--- config.mk ---
export PLATFORM = sky130hd
export DESIGN_NAME = pipelined_datapath
export DESIGN_NICKNAME = d
export VERILOG_FILES = /design/src/rtl/pipelined_datapath.sv
export SDC_FILE = /design/constraint.sdc
export NUM_CORES = 1
export LEC_CHECK = 0
export CORE_MARGIN = 10
export CORE_UTILIZATION = 50
export DETAILED_ROUTE_END_ITERATION = 8
export DONT_BUFFER_PORTS = 1
export SYNTH_ARGS = -nofsm -noshare
export SYNTH_HDL_FRONTEND = slang
export SYNTH_SLANG_ARGS = --single-unit
--- constraint.sdc ---
create_clock -name clk -period 4.4 [get_ports clk]
set_clock_uncertainty 0.05 [all_clocks]
set_input_delay 1.32 -clock clk [delete_from_list [all_inputs] [get_ports clk]]
set_output_delay 1.32 -clock clk [all_outputs]
set_load 0.02 [all_outputs]
--- src/rtl/pipelined_datapath.sv ---
// Two-stage (EX -> OUT) register-file datapath with a valid/ready handshake
// on both the instruction side and the result side. Operands are read when
// an instruction is accepted, with a bypass from the instruction currently
// in EX so dependent instructions can issue back-to-back without bubbles.
module pipelined_datapath #(
   parameter int WIDTH  = 8,
   parameter int ADDR_W = 2,
   parameter int IMM_W  = 4
) (
   input  logic              clk,
   input  logic              reset,
   input  logic              instValid,
   output logic              instReady,
   input  logic [ADDR_W-1:0] srcReg1Addr,
   input  logic [ADDR_W-1:0] srcReg2Addr,
   input  logic [ADDR_W-1:0] destRegAddr,
   input  logic [2:0]        aluOp,
   input  logic              regWrite,
   input  logic [IMM_W-1:0]  immediate,
   output logic [WIDTH-1:0]  aluResult,
   output logic [3:0]        flags,
   output logic              resultValid,
   input  logic              resultReady,
   input  logic [ADDR_W-1:0] dbgAddr,
   output logic [WIDTH-1:0]  dbgData
);

   localparam int NREG = 2 ** ADDR_W;

   typedef enum logic [2:0] {
      OP_ADD   = 3'b000,
      OP_SUB   = 3'b001,
      OP_AND   = 3'b010,
      OP_OR    = 3'b011,
      OP_XOR   = 3'b100,
      OP_SLT   = 3'b101,
      OP_MOV   = 3'b110,
      OP_LOADI = 3'b111
   } alu_op_t;

   // Register file (flops: every entry clears on reset and is read combinationally)
   logic [WIDTH-1:0] rf_reg [NREG];

   // EX stage
   logic              ex_valid_reg;
   alu_op_t           ex_op_reg;
   logic [ADDR_W-1:0] ex_dest_reg;
   logic              ex_we_reg;
   logic [IMM_W-1:0]  ex_imm_reg;
   logic [WIDTH-1:0]  ex_a_reg;
   logic [WIDTH-1:0]  ex_b_reg;

   // OUT stage
   logic [WIDTH-1:0]  result_reg;
   logic [3:0]        flags_reg;
   logic              res_valid_reg;

   // ALU outputs for the EX-stage instruction
   logic [WIDTH-1:0]  alu_res_next;
   logic [3:0]        alu_flags_next;

   // Handshake / pipeline movement
   logic              out_free;
   logic              ex_advance;
   logic              accept;
   logic              rf_we;
   logic [WIDTH-1:0]  op_a_next;
   logic [WIDTH-1:0]  op_b_next;

   // OUT can take a new result when it is empty or its result is consumed now
   assign out_free   = !res_valid_reg || resultReady;
   assign ex_advance = ex_valid_reg && out_free;
   assign instReady  = !ex_valid_reg || out_free;
   assign accept     = instValid && instReady;
   assign rf_we      = ex_advance && ex_we_reg;

   // Operand read with bypass: an accept while EX is occupied implies EX is
   // advancing this edge, so its result is the freshest value of its dest.
   assign op_a_next = (ex_valid_reg && ex_we_reg && (ex_dest_reg == srcReg1Addr))
                      ? alu_res_next : rf_reg[srcReg1Addr];
   assign op_b_next = (ex_valid_reg && ex_we_reg && (ex_dest_reg == srcReg2Addr))
                      ? alu_res_next : rf_reg[srcReg2Addr];

   assign dbgData     = rf_reg[dbgAddr];
   assign aluResult   = result_reg;
   assign flags       = flags_reg;
   assign resultValid = res_valid_reg;

   // ALU: result plus {carry, overflow, negative, zero}
   always_comb begin
      logic [WIDTH:0] sum_ext;
      logic           carry;
      logic           ovf;
      sum_ext      = '0;
      carry        = 1'b0;
      ovf          = 1'b0;
      alu_res_next = '0;
      unique case (ex_op_reg)
         OP_ADD: begin
            sum_ext      = {1'b0, ex_a_reg} + {1'b0, ex_b_reg};
            alu_res_next = sum_ext[WIDTH-1:0];
            carry        = sum_ext[WIDTH];
            ovf          = (ex_a_reg[WIDTH-1] == ex_b_reg[WIDTH-1]) &&
                           (alu_res_next[WIDTH-1] != ex_a_reg[WIDTH-1]);
         end
         OP_SUB: begin
            // a + ~b + 1: the carry out is the inverted borrow
            sum_ext      = {1'b0, ex_a_reg} + {1'b0, ~ex_b_reg} + (WIDTH+1)'(1);
            alu_res_next = sum_ext[WIDTH-1:0];
            carry        = sum_ext[WIDTH];
            ovf          = (ex_a_reg[WIDTH-1] != ex_b_reg[WIDTH-1]) &&
                           (alu_res_next[WIDTH-1] != ex_a_reg[WIDTH-1]);
         end
         OP_AND:   alu_res_next = ex_a_reg & ex_b_reg;
         OP_OR:    alu_res_next = ex_a_reg | ex_b_reg;
         OP_XOR:   alu_res_next = ex_a_reg ^ ex_b_reg;
         OP_SLT:   alu_res_next = ($signed(ex_a_reg) < $signed(ex_b_reg)) ? WIDTH'(1) : '0;
         OP_MOV:   alu_res_next = ex_a_reg;
         OP_LOADI: alu_res_next = WIDTH'($signed(ex_imm_reg));
         default:  alu_res_next = '0;
      endcase
      alu_flags_next = {carry, ovf, alu_res_next[WIDTH-1], (alu_res_next == '0)};
   end

   // EX stage register: capture a new instruction on accept, empty when it leaves
   always_ff @(posedge clk) begin
      if (reset) begin
         ex_valid_reg <= 1'b0;
         ex_op_reg    <= OP_ADD;
         ex_dest_reg  <= '0;
         ex_we_reg    <= 1'b0;
         ex_imm_reg   <= '0;
         ex_a_reg     <= '0;
         ex_b_reg     <= '0;
      end else if (accept) begin
         ex_valid_reg <= 1'b1;
         ex_op_reg    <= alu_op_t'(aluOp);
         ex_dest_reg  <= destRegAddr;
         ex_we_reg    <= regWrite;
         ex_imm_reg   <= immediate;
         ex_a_reg     <= op_a_next;
         ex_b_reg     <= op_b_next;
      end else if (ex_advance) begin
         ex_valid_reg <= 1'b0;
      end
   end

   // OUT stage register: load on EX advance, clear valid when consumed and not refilled
   always_ff @(posedge clk) begin
      if (reset) begin
         result_reg    <= '0;
         flags_reg     <= '0;
         res_valid_reg <= 1'b0;
      end else if (ex_advance) begin
         result_reg    <= alu_res_next;
         flags_reg     <= alu_flags_next;
         res_valid_reg <= 1'b1;
      end else if (res_valid_reg && resultReady) begin
         res_valid_reg <= 1'b0;
      end
   end

   // Register file write port: one flop bank per entry, written as EX moves to OUT
   for (genvar gi = 0; gi < NREG; gi++) begin : g_rf
      always_ff @(posedge clk) begin
         if (reset) begin
            rf_reg[gi] <= '0;
         end else if (rf_we && (ex_dest_reg == ADDR_W'(gi))) begin
            rf_reg[gi] <= alu_res_next;
         end
      end
   end

endmodule

After elaboration in Yosys (flattened, before gate mapping)
Memories as Yosys holds them, arrays and structs flattened.
Index checks and enable logic that the tools add are counted.
{ "word_totals": {"regBits": 40, "ram_bits": 32, "inputBits": 20, "output_inout_bits": 22, "wordCells": 89, "mem_count": 1} }
{ "memory_table": {"columns": ["memory", "words", "word_bits", "read_ports", "rd_clocked_by_memory_dff", "write_ports", "line", "text"], "rows": [
  ["rf_reg", 4, 8, 3, 0, 4, "42", "logic [WIDTH-1:0] rf_reg [NREG];"]
]} }
{ "classes": {"addsub": 3, "order_cmp": 1, "n_eq_ne": 16, "muxes": 28, "bitwise": 8, "reduce_logical": 22} }
{ "ops": {"columns": ["op", "count"], "rows": [
  ["8-bit one-hot mux with 8 select lines", 1],
  ["8-bit 2-to-1 mux", 6],
  ["1-bit 2-to-1 mux", 19],
  ["8-bit by 8-bit adder with 9-bit output", 2],
  ["1-bit logical AND", 13],
  ["3-bit equality test, second input constant", 4],
  ["9-bit by 1-bit adder with 9-bit output, second input constant", 1],
  ["8-bit bitwise AND", 1],
  ["8-bit zero test", 1],
  ["8-bit < comparator", 1],
  ["8-bit inverter", 1],
  ["8-bit bitwise OR", 1],
  ["8-bit bitwise XOR", 1],
  ["3-bit by 2-bit equality test with 1-bit output, second input constant", 2],
  ["2-bit equality test", 2],
  ["2-bit equality test, second input constant", 2],
  ["1-bit bitwise OR", 4],
  ["1-bit one-hot mux with 2 select lines", 2],
  ["2-bit nonzero test", 2],
  ["3-bit by 1-bit equality test with 1-bit output, second input constant", 1],
  ["3-bit zero test", 1],
  ["1-bit inequality test", 3],
  ["2-bit by 1-bit equality test with 1-bit output, second input constant", 1],
  ["1-bit zero test", 2],
  ["other kinds (3)", 4]
]} }

Logic depth before layout (Yosys ltp)
{ "depth": {"depth_word": 9, "depth_mapped": 11, "ltp_nobuf": 11} }

Worst setup path after synthesis
OpenSTA, ideal clock, no wires.
{ "synth_timing": {"path_kind": "input to output", "from": "in dbgAddr[0]", "to": "out dbgData[0]", "t_arrival_ns": 2.375, "required_ns": 3.030, "setup_slack_ns": 0.655, "path_stages": 2, "path_buffers": 1, "path_cell_list": "clkbuf_1 mux4_2"} }
{ "synth_between": {"elab_chain_len": 1} }
{ "synth_rtl": {"columns": ["item", "line", "text"], "rows": [
  ["from (decl)", "24", "input logic [ADDR_W-1:0] dbgAddr,"],
  ["memory 4 x 8 bit", null, null],
  ["to (decl)", "25", "output logic [WIDTH-1:0] dbgData"]
]} }
No other way between the ends.

Worst setup path in the final report
{ "layout_timing": {"from": "in dbgAddr[0]", "to": "out dbgData[6]"} }
The elaborated chain is that of the path after synthesis.

==> impl_results.md <==
- Design Area, Final: around 5000 um^2
- Filler Cells Inserted: between 800 and 900
- Worst-path clk slew: ~80 ps
- Status: complete, no violations
- Via count: approximately 3,700
- Post-placement cell area: roughly 4800 um^2
- Setup repair bufs after CTS: 0
- # H-tree levels: 3
- Power density over the cells: about 340 nW/um^2
- Crit path depth: 1
- Area delta synth->final: 2.83%
- Finished Layout Cells: just over 600
- Final setup vio count: 0
- Seq/Total Area, Yosys: 35.8%
- GR Overflow Total: 0
- Critical Setup Path Class: input pin to output port
- Yosys warnings: 0
- Lkg Pwr: ~0.0018 uW
- Flip-flop count of the largest register after layout: 32
- Mean area per synthesized cell: 9.66 um^2
- Hold WC Path Type: flip-flop to flip-flop
- Syn nets: 550
- Cell row count: 35
- Hold Path End: ex_imm_reg[1]$_SDFFE_PP0P_
- Primary FF master, synth: dfxtp_1
- Largest net degree at the start of global routing: 47
- Num CTS Buffers: 9
- Finished Core Util: a little over half
- Delay-heaviest family, CP: multiplexers
- CTS max path bufs: 2
- CP arrival: 1890 ps
- Slew headroom: 23.8%
- CTS root buf: clkbuf_8
- Crit-path cells: mux4_2
- Most common cell in the netlist: nor2_1
- Sink Count: 71
- First-pass iteration count of the detailed router: 5
- Reg2Reg Depth: 11
- Final Power: approximately 1700 uW
- CP Launch Type: input pin
- Main area contributors after synthesis: edfxtp_1, dfxtp_1, mux4_2
- CTS tree: done
- Die width: 119 um
- Post-synth EDFFs: 32
- Die area: 14,100 um^2
- WP buf/inv: 0
- Post-synthesis cell count: slightly above 500
- Fmax: a little over 300 MHz
- Die Y-Extent: between 100 and 150 um
- Flops & latches, synth: between 70 and 80
- Clk_lat worst skew: between 300 and 400 ps
- Ys async rst share: 0%
- Cell count after placement: 600
- GRT Overall Usage: between 10% and 20%
- IO Pins: 42
- Final Wtd Congestion: around 0.85
- Critical path required time: between 3000 and 4000 ps
- Sw Ratio: between 30% and 40%
- Critical-path maximum fanout: 8
- Worst flop-to-flop path endpoint: ex_a_reg[4]$_SDFFE_PP0P_
- Area of the core: roughly 9400 um^2
- TNS Setup: 0 ps
- Distinct cell type count after synthesis: 63
- Clock share of power: between 30% and 40%
- HPWL Detailed: roughly 9000 um
- Hold-fix buffers, CTS: 0
- NetSw: roughly 520 uW
- Post-CTS sizing: 0
- PortBufs: 0
- Hold_sp: ex_imm_reg[1]$_SDFFE_PP0P_
- Max Cap Viol: 0
- Hold path cells: 2
- Fin. Hold Viols: 0
- Net count, final: between 500 and 600
- First-iteration detailed-routing DRC count: about 250
- # diodes: 0
- Gate power share: a little over a fifth
- VDD IR max: roughly 0.17 mV
- Share of the synthesized area in the top cell type: 19.7%
- Most frequent cells after synthesis: nor2_1, nand2_1, dfxtp_1, a21oi_1, edfxtp_1
- Max incr delay on CP: about 570 ps
- Routed wire length: around 12,000 um
- Routed Antenna Nets: 0
- RSZ-0062 raised after global routing: false
- Initial Utilization: between 50% and 60%
- Vias in the first global route: approximately 3,600
- Critical Path Sink Type: output port
- Reg2reg start: ex_a_reg[0]$_SDFFE_PP0P_
- Final min period: approximately 3300 ps
- Drt drc: 0
- Post-DR wirelength/cell: 19.2 um
- Flop2flop setup slack: ~1400 ps
- Via density: about 6
- Fraction of layout cells with a size suffix above 1: a little under an eighth
- Final Max Slew Viols: 0
- Slowest-stage cell, CP: mux4_2
- Worst-Margin Slew: 1140 ps
- Initial antenna violation count: 0
- Power Internal: between 1000 and 1500 uW
- Post-Syn Area: just under 5000 um^2
- Area leader, netlist: edfxtp_1
- First-pass GRT wire length: 19,000 um
- Final Cycle Share: between 70 and 80%
- Sequential share of power: 45.0%
-- cells in the final DEF (no fill, tap or decap), drive strengths merged, types with 3 or more instances in the layout --
cell and n:
o211ai 6, nor3b 4, nand3 7, mux4 24
o32ai 3, clkinv 3, nor2b 7, inv 31
a211oi 17, edfxtp 32, nand2b 9, o21a 5
buf 4, o31ai 4, xor2 5, a22oi 3
clkbuf 11, a311oi 3, nand2 44, a21oi 40
a21o 6, nor3 9, ha 24, o21ai 18
xnor2 3, dfxtp 39, mux2i 16, o21bai 3
nor2 76
-- cell type report --
cell class | instances | area (um^2) | area share (%)
tap | 129 | 161 | 3.22
clock inverter | 5 | 82.6 | 1.65
multi-input combinational | 365 | 2740 | 54.8
sequential | 71 | 1740 | 34.8
inverter | 31 | 116 | 2.32
timing repair buffer | 4 | 30.0 | 0.600
clock buffer | 11 | 131 | 2.62
-- metal layers --
metal  vias up  global-route usage [%]  part of all wire (%)
li1       1770                       -                     -
met1      1785                    20.1                    43
met2        88                    28.0                    50
met3        20                    3.76                   5.3
met4         0                    6.11                   1.8
met5         -                       0                     0
-- worst max-delay path by stage --
stage                 from         end  slack (ps)
3_5_place_dp   resultReady   instReady        1130
4_1_cts        resultReady   instReady        1130
2_1_floorplan   dbgAddr[0]  dbgData[0]         650
5_1_grt        resultReady   instReady        1060
6_report        dbgAddr[0]  dbgData[6]        1140
3_3_place_gp    dbgAddr[0]  dbgData[6]        1130
-- cell families after synthesis --
family	share of synthesized area, %
buf+inv	7.89
xor+xnor	1.44
fa+ha+maj	7.19
simple gates	15.2
mux	14.5
flops	35.8
compound gates	17.9
-- power by group through the flow --
stage	clock network [uW]	logic, uW	registers (uW)
after floorplan	0	334	768
after global placement	0	368	784
after detailed placement	0	374	786
after CTS	575	375	771
after global routing	601	416	777
final	567	377	771
-- per-stage QoR --
stage	setup slack [ps]	hold slack [ps]
6_report	1140	409
5_1_grt	1060	434
4_1_cts	1130	408
3_5_place_dp	1130	398
3_3_place_gp	1130	394
2_1_floorplan	655	387
Note: power is estimated with default switching activity, not from simulation.
